## config.mk

```make
export PLATFORM = sky130hd
export DESIGN_NAME = ex_mem_stage
export DESIGN_NICKNAME = d
export VERILOG_FILES = /design/src/rtl/ex_mem_stage.sv
export SDC_FILE = /design/constraint.sdc
export NUM_CORES = 1
export LEC_CHECK = 0
export CAP_MARGIN = 20
export CORE_ASPECT_RATIO = 1.4
export CORE_MARGIN = 5
export CORE_UTILIZATION = 35
export DETAILED_ROUTE_END_ITERATION = 8
export GPL_ROUTABILITY_DRIVEN = 0
export SLEW_MARGIN = 20
export SYNTH_ARGS = -nofsm -noshare
export SYNTH_HDL_FRONTEND = slang
export SYNTH_SLANG_ARGS = --single-unit
```

## constraint.sdc

```tcl
create_clock -name clk -period 7.9 [get_ports clk]
set_input_delay 1.58 -clock clk [delete_from_list [all_inputs] [get_ports clk]]
set_output_delay 1.58 -clock clk [all_outputs]
set_load 0.01 [all_outputs]
```

## src/rtl/ex_mem_stage.sv

```systemverilog
// ex_mem_stage: MIPS execute stage (forwarding, ALU, branch target) feeding the EX/MEM register; 1 falling edge latency.
// stall_ex freezes the front end and bubbles EX/MEM while the shift-add multiplier runs (built only when EX_MUL_EN is defined).
module ex_mem_stage #(
   parameter int MUL_CYCLES = 32
) (
   input  logic        clk,
   input  logic        reset,
   input  logic [31:0] nextpc,
   input  logic [31:0] reg_file_out_data1,
   input  logic [31:0] reg_file_out_data2,
   input  logic [31:0] sgn_ext_imm_out,
   input  logic        branch_out_id_ex,
   input  logic        reg_write_out_id_ex,
   input  logic        mem_to_reg_out_id_ex,
   input  logic        mem_write_out_id_ex,
   input  logic        mem_read_out_id_ex,
   input  logic        alu_src_out_id_ex,
   input  logic        reg_dst_id_ex,
   input  logic [1:0]  alu_op_out_id_ex,
   input  logic [4:0]  inst_read_reg_addr1_out_id_ex,
   input  logic [4:0]  inst_read_reg_addr2_out_id_ex,
   input  logic [4:0]  rd_out_id_ex,
   input  logic [4:0]  rd_out_wb,
   input  logic        reg_write_out_wb,
   input  logic [31:0] reg_wr_data,
   output logic [31:0] alu_result_out_ex_mem,
   output logic [31:0] wr_data_out_ex_mem,
   output logic [31:0] branch_target_out_ex_mem,
   output logic [4:0]  rd_out_ex_mem,
   output logic        zero_out_ex_mem,
   output logic        branch_out_ex_mem,
   output logic        reg_write_out_ex_mem,
   output logic        mem_to_reg_out_ex_mem,
   output logic        mem_write_out_ex_mem,
   output logic        mem_read_out_ex_mem,
   output logic        stall_ex
);

   typedef struct packed {
      logic branch;
      logic reg_write;
      logic mem_to_reg;
      logic mem_write;
      logic mem_read;
   } ctrl_t;

   ctrl_t       w_ctrl_id;
   logic        w_exm_fwd_ok;
   logic        w_wb_fwd_ok;
   logic [31:0] w_fwd_a;
   logic [31:0] w_fwd_rt;
   logic [31:0] w_op_b;
   logic [5:0]  w_funct;
   logic [4:0]  w_shamt;
   logic [31:0] w_alu_res;
   logic [4:0]  w_rd_sel;
   logic [31:0] w_target;

   logic [31:0] w_out_result;
   logic        w_out_zero;
   logic [4:0]  w_out_rd;
   logic [31:0] w_out_wr_data;
   logic [31:0] w_out_target;
   ctrl_t       w_out_ctrl;

   logic [31:0] r_alu_result;
   logic [31:0] r_wr_data;
   logic [31:0] r_target;
   logic [4:0]  r_rd;
   logic        r_zero;
   ctrl_t       r_ctrl;

   assign w_ctrl_id = {branch_out_id_ex, reg_write_out_id_ex, mem_to_reg_out_id_ex,
                       mem_write_out_id_ex, mem_read_out_id_ex};

   // A load in EX/MEM has no data yet; the hazard unit stalls that case, so it is never a forwarding source.
   assign w_exm_fwd_ok = reg_write_out_ex_mem && (rd_out_ex_mem != 5'd0) && !mem_read_out_ex_mem;
   assign w_wb_fwd_ok  = reg_write_out_wb && (rd_out_wb != 5'd0);

   always_comb begin
      w_fwd_a = reg_file_out_data1;
      if (w_exm_fwd_ok && (rd_out_ex_mem == inst_read_reg_addr1_out_id_ex))
         w_fwd_a = alu_result_out_ex_mem;
      else if (w_wb_fwd_ok && (rd_out_wb == inst_read_reg_addr1_out_id_ex))
         w_fwd_a = reg_wr_data;
   end

   always_comb begin
      w_fwd_rt = reg_file_out_data2;
      if (w_exm_fwd_ok && (rd_out_ex_mem == inst_read_reg_addr2_out_id_ex))
         w_fwd_rt = alu_result_out_ex_mem;
      else if (w_wb_fwd_ok && (rd_out_wb == inst_read_reg_addr2_out_id_ex))
         w_fwd_rt = reg_wr_data;
   end

   assign w_op_b   = alu_src_out_id_ex ? sgn_ext_imm_out : w_fwd_rt;
   assign w_funct  = sgn_ext_imm_out[5:0];
   assign w_shamt  = sgn_ext_imm_out[10:6];
   assign w_rd_sel = reg_dst_id_ex ? rd_out_id_ex : inst_read_reg_addr2_out_id_ex;
   assign w_target = nextpc + {sgn_ext_imm_out[29:0], 2'b00};

   always_comb begin
      w_alu_res = 32'd0;
      case (alu_op_out_id_ex)
         2'b00: w_alu_res = w_fwd_a + w_op_b;
         2'b01: w_alu_res = w_fwd_a - w_op_b;
         2'b11: w_alu_res = w_fwd_a | {16'd0, sgn_ext_imm_out[15:0]};
         default: begin
            // Funct 0x18 lands in the default here; the multiplier supplies its result separately.
            case (w_funct)
               6'h20:   w_alu_res = w_fwd_a + w_op_b;
               6'h22:   w_alu_res = w_fwd_a - w_op_b;
               6'h24:   w_alu_res = w_fwd_a & w_op_b;
               6'h25:   w_alu_res = w_fwd_a | w_op_b;
               6'h2A:   w_alu_res = {31'd0, ($signed(w_fwd_a) < $signed(w_op_b))};
               6'h00:   w_alu_res = w_op_b << w_shamt;
               default: w_alu_res = 32'd0;
            endcase
         end
      endcase
   end

`ifdef EX_MUL_EN
   typedef enum logic [1:0] {
      S_IDLE = 2'd0,
      S_BUSY = 2'd1,
      S_DONE = 2'd2
   } mul_state_t;

   localparam int              CNT_W    = $clog2(MUL_CYCLES) + 1;
   localparam logic [CNT_W-1:0] CNT_LAST = CNT_W'(MUL_CYCLES - 1);

   mul_state_t       r_state;
   mul_state_t       w_state_nxt;
   logic             w_is_mul;
   logic             w_mul_start;
   logic [CNT_W-1:0] r_cnt;
   logic [31:0]      r_mul_a;
   logic [31:0]      r_mul_b;
   logic [31:0]      r_mul_acc;
   logic [31:0]      r_mul_wr_data;
   logic [31:0]      r_mul_target;
   logic [4:0]       r_mul_rd;
   ctrl_t            r_mul_ctrl;

   assign w_is_mul    = (alu_op_out_id_ex == 2'b10) && (w_funct == 6'h18);
   assign w_mul_start = (r_state == S_IDLE) && w_is_mul;
   // DONE releases the stall so the commit edge also advances the front end.
   assign stall_ex    = w_is_mul && (r_state != S_DONE);

   always_ff @(negedge clk or negedge reset) begin
      if (!reset)
         r_state <= S_IDLE;
      else
         r_state <= w_state_nxt;
   end

   always_comb begin
      w_state_nxt = r_state;
      case (r_state)
         S_IDLE:  if (w_is_mul) w_state_nxt = S_BUSY;
         S_BUSY:  if (r_cnt == CNT_LAST) w_state_nxt = S_DONE;
         S_DONE:  w_state_nxt = S_IDLE;
         default: w_state_nxt = S_IDLE;
      endcase
   end

   always_ff @(negedge clk or negedge reset) begin
      if (!reset) begin
         r_cnt         <= '0;
         r_mul_a       <= '0;
         r_mul_b       <= '0;
         r_mul_acc     <= '0;
         r_mul_wr_data <= '0;
         r_mul_target  <= '0;
         r_mul_rd      <= '0;
         r_mul_ctrl    <= '0;
      end else if (w_mul_start) begin
         r_cnt         <= '0;
         r_mul_a       <= w_fwd_a;
         r_mul_b       <= w_op_b;
         r_mul_acc     <= '0;
         r_mul_wr_data <= w_fwd_rt;
         r_mul_target  <= w_target;
         r_mul_rd      <= w_rd_sel;
         r_mul_ctrl    <= w_ctrl_id;
      end else if (r_state == S_BUSY) begin
         if (r_mul_b[0])
            r_mul_acc <= r_mul_acc + r_mul_a;
         r_mul_a <= r_mul_a << 1;
         r_mul_b <= r_mul_b >> 1;
         r_cnt   <= r_cnt + 1'b1;
      end
   end

   always_comb begin
      w_out_result  = w_alu_res;
      w_out_zero    = (w_alu_res == 32'd0);
      w_out_rd      = w_rd_sel;
      w_out_wr_data = w_fwd_rt;
      w_out_target  = w_target;
      w_out_ctrl    = w_ctrl_id;
      if (r_state == S_DONE) begin
         w_out_result  = r_mul_acc;
         w_out_zero    = (r_mul_acc == 32'd0);
         w_out_rd      = r_mul_rd;
         w_out_wr_data = r_mul_wr_data;
         w_out_target  = r_mul_target;
         w_out_ctrl    = r_mul_ctrl;
      end
   end
`else
   assign stall_ex      = 1'b0;
   assign w_out_result  = w_alu_res;
   assign w_out_zero    = (w_alu_res == 32'd0);
   assign w_out_rd      = w_rd_sel;
   assign w_out_wr_data = w_fwd_rt;
   assign w_out_target  = w_target;
   assign w_out_ctrl    = w_ctrl_id;
`endif

   // Bubble: controls cleared, data fields simply hold.
   always_ff @(negedge clk or negedge reset) begin
      if (!reset) begin
         r_alu_result <= '0;
         r_wr_data    <= '0;
         r_target     <= '0;
         r_rd         <= '0;
         r_zero       <= 1'b0;
         r_ctrl       <= '0;
      end else if (stall_ex) begin
         r_ctrl <= '0;
      end else begin
         r_alu_result <= w_out_result;
         r_wr_data    <= w_out_wr_data;
         r_target     <= w_out_target;
         r_rd         <= w_out_rd;
         r_zero       <= w_out_zero;
         r_ctrl       <= w_out_ctrl;
      end
   end

   assign alu_result_out_ex_mem    = r_alu_result;
   assign wr_data_out_ex_mem       = r_wr_data;
   assign branch_target_out_ex_mem = r_target;
   assign rd_out_ex_mem            = r_rd;
   assign zero_out_ex_mem          = r_zero;
   assign branch_out_ex_mem        = r_ctrl.branch;
   assign reg_write_out_ex_mem     = r_ctrl.reg_write;
   assign mem_to_reg_out_ex_mem    = r_ctrl.mem_to_reg;
   assign mem_write_out_ex_mem     = r_ctrl.mem_write;
   assign mem_read_out_ex_mem      = r_ctrl.mem_read;

endmodule

```

-- Word level (Yosys, flattened, before mapping)
Index checks and enable logic that the tools add are counted.
- word-level logic and storage cells: 50
- register bits: 107
- input port bits: 192
- output and inout port bits: 108
- add/sub/neg operators: 3
- reduce and logical (&&, ||, !) cells: 13
- bitwise gates (word level): 3
- shifts and indexed selects: 1
- muxes and demuxes: 8
- equality and inequality tests: 11
- order comparisons: 1
- operators with widths (operator ; count):
    32-bit one-hot mux with 6 select lines ; 1
    32-bit two-way mux ; 5
    32-bit one-hot mux with 3 select lines ; 1
    32-bit adder ; 2
    32-bit bitwise AND ; 1
    32-bit logical NOT ; 1
    32-bit < comparator ; 1
    32-bit by 16-bit OR with 32-bit output ; 1
    32-bit OR ; 1
    32-bit by 5-bit left shift with 32-bit output ; 1
    32-bit subtractor ; 1
    6-bit equality test, second input constant ; 5
    5-bit equality test ; 4
    5-bit nonzero test ; 2
    1-bit logical AND ; 7
    6-bit logical NOT ; 1
    5-bit two-way mux ; 1
    2-bit by 1-bit equality test with 1-bit output, second input constant ; 1
    2-bit equality test, second input constant ; 1
    2-bit logical NOT ; 1
    1-bit logical NOT ; 1

-- Logic depth before layout (Yosys ltp)
- depth after elaboration: 10
- depth in mapped cells: 25
- depth with buffers taken out: 22

==> impl_metrics.yaml <==
status:
  status: "finished, violations left"
  failed_checks: "negative setup slack"
sta:
  setup_viol: 41
  hold_violations: 0
  maxSlewHeadroom_pct: 51.9
  tightest_slew_ns: 0.716
  slew_viol_final: 0
  setup_tns_ns: -62.40
  rsz0062_at_grt: "yes"
  finClkSkew_ns: 0.00877
  postLayoutSetupSlackWorst_ns: -2.71
route:
  ant_nets: 0
  first_iter_violations: 2288
  drt_pre_antenna_iters: 6
  drcViolationCount: 0
  viasPerCell: 6.02
  wl_um: 79400
  vias: 20200
  wire_per_inst_um: 23.6
floorplanning:
  die_w_um: 182
  ios: 300
  start_util_pct: 35.3
  die_height_um: 251
  rows: 88
  fp.coreArea_sq_mm: 0.0411
  dieArea_sq_mm: 0.0456
global_route:
  antenna_found_initial: 1
  grt_overflow_total: 0
  grt_pass1_vias: 20000
  grt_start_max_net_pins: 70
  grt_pass1_wl_um: 116000
  grt_usage_pct: 32.3
logic_synthesis:
  postSynthNetCount: 2204
  ys_warn_count: 0
  synth-edff-count: 0
  ys_async_sr_fraction_pct: 100
  syn_avg_cell_area_sq_um: 7.72
  synth.distinct_cells: 84
  synth_seq_area_share_pct: 18.5
  ys.flop_type: "dfrtn_1"
  synth-seq-cells: 107
  syn_area_sq_mm: 0.0145
  netlist_instances: 1878
clock_tree:
  insertion_delay_ns: 0.37
  cts_inserted_buffers: 9
  cts_tree: "built"
  clk_pin_slew_ns: 0.06
  h-tree-depth: 3
  ctsRootBufferMaster: "clkbuf_16"
  cts_sinks: 107
  cts_hold_buf: 0
  cts_buffer_depth: 2
critical_path:
  cpPeakStageDelay_ns: 0.57
  cp_max_fo: 4
  worstPathRequired_ns: 4.34
  worstPathArrival_ns: 7.05
  cp_slowest_cell: "or4_4"
  worstSetupEndpointType: "flop"
  critical_path.top_delay_family: "compound AO/OA/AOI/OAI gates"
  cp_num_buf_inv: 9
  cp_common_cell: "buf_4"
  r2r_slack_ns: 2.03
  cp-start-kind: "primary input"
  path_class: "primary input to flop"
cells_and_area:
  stdcell_count: 3363
  drive_above_1_share_pct: 39.5
  fin_nets: 3143
  nFillCells: 3343
  area_growth_pct: 78.4
power_and_ir_drop:
  power.total_uw: 3410
  power_leakage_uw: 0.0114
  powerDensity_mw_per_mm2: 132
  ir_drop_mv: 0.124
flow_run:
  drv_cap: 0
worst_hold_path:
  hp-class: "flop to flop"
placement:
  placed_cells: 3233
  dp.final_hpwl_um: 61100
  io_buffer_count: 298
## routing by layer
| metal | up-vias | GRT usage, % | share of wire [%] |
|---|---|---|---|
| li1 | 8837 | - | - |
| met1 | 9590 | 39.4 | 36 |
| met2 | 1465 | 54.6 | 47 |
| met3 | 357 | 5.02 | 9.9 |
| met4 | 0 | 17.1 | 6.7 |
| met5 | - | 0 | 0 |
## metrics by stage
stage	hold WS (ns)	util (%)	worst slack, ns	area (sq um)
floorplan	0.592	-	-2.40	15100
global placement	0.605	56.1	-3.41	23100
detailed placement	0.608	56.1	-3.69	23100
CTS	0.611	61.0	-2.49	25000
global route	0.652	63.0	-2.83	25900
finish	0.617	63.0	-2.71	25900
## cell type report
cell class	instances	area (sq um)	share of cell area, %
multi-input combinational	1526	12700	49.1
timing repair buffer	1052	9050	35.0
sequential	107	2680	10.4
tap	540	676	2.61
inverter	121	470	1.82
clock buffer	9	225	0.871
clock inverter	7	60.1	0.232
antenna	1	2.50	0.00968
## flip-flops by register name (all words and copies together) (netlist names)
register                  cells
rd_out_ex_mem                 5
reg_write_out_ex_mem          1
zero_out_ex_mem               1
mem_to_reg_out_ex_mem         1
mem_write_out_ex_mem          1
alu_result_out_ex_mem        32
branch_target_out_ex_mem     32
wr_data_out_ex_mem           32
mem_read_out_ex_mem           1
branch_out_ex_mem             1
## path summary, 6_finish.rpt
path | from | to | cells after the start
worst max-delay path | rd_out_wb[2] | zero_out_ex_mem | 28
worst min register to register | alu_result_out_ex_mem[19] | wr_data_out_ex_mem[19] | 2
worst min-delay path | alu_result_out_ex_mem[19] | wr_data_out_ex_mem[19] | 2
min in group asynchronous | reset | rd_out_ex_mem[2] | 1
max in group asynchronous | reset | zero_out_ex_mem | 2
worst max register to register | rd_out_ex_mem[1] | zero_out_ex_mem | 23
## logic make-up after synthesis
group / after synthesis / share of synthesized area (%)
other cells: 1 / 0.0259
compound gates: 615 / 27.7
buf+inv: 245 / 6.46
simple gates: 554 / 18.3
flops: 107 / 18.5
mux: 132 / 11.9
xor+xnor: 90 / 5.44
fa+ha+maj: 134 / 11.7
## report_power, final
| group | switching [uW] | internal [uW] |
|---|---|---|
| combinational | 1100 | 1150 |
| sequential | 61.7 | 635 |
| clock | 249 | 220 |
| total | 1410 | 2000 |
## synth_stat cells (14+ instances only)
master	n	area share (%)
mux2i_1	93	6.4
a221oi_1	15	0.91
dfrtn_1	107	18
mux4_2	31	4.8
nand2_1	140	3.6
or3_1	16	0.69
and2_1	14	0.60
xor2_1	15	0.91
a31oi_1	46	2.0
nor2b_1	19	0.82
nand3_1	77	2.7
a21oi_1	132	4.6
nor3_1	69	2.4
nor2_1	137	3.5
xnor2_1	75	4.5
a21o_1	28	1.4
clkbuf_1	94	2.4
a211oi_1	26	1.3
inv_1	118	3.1
buf_1	23	0.60
ha_1	131	11
o21ai_0	149	5.1
o22ai_1	25	1.1
o211ai_1	20	1.0
## tightest hold or removal path: cells and delay by family, from the launching register on
kind               cells  cell delay [ns]
DFF                    1             0.47
and+or+nand+nor        1             0.09
AOI/OAI and AO/OA      1             0.13
## placed cells by master (no fill, tap or decap), types with 53 or more instances in the layout
cell,count
nand3_1,68
nor2_1,130
nand2_1,134
buf_4,686
nor3_1,57
dfrtn_1,107
ha_1,96
o21ai_0,100
buf_6,53
clkdlybuf4s50_1,260
xnor2_1,64
mux2i_1,83
inv_1,106
a21oi_1,101
## what timing repair did
item,4_1_cts,5_1_grt
gates cloned,2,0
setup endpoints to repair,50,45
gates resized for setup,305,140
pin swaps,151,132
setup buffers,89,31
No activity file was read; power rests on OpenSTA's default activity.
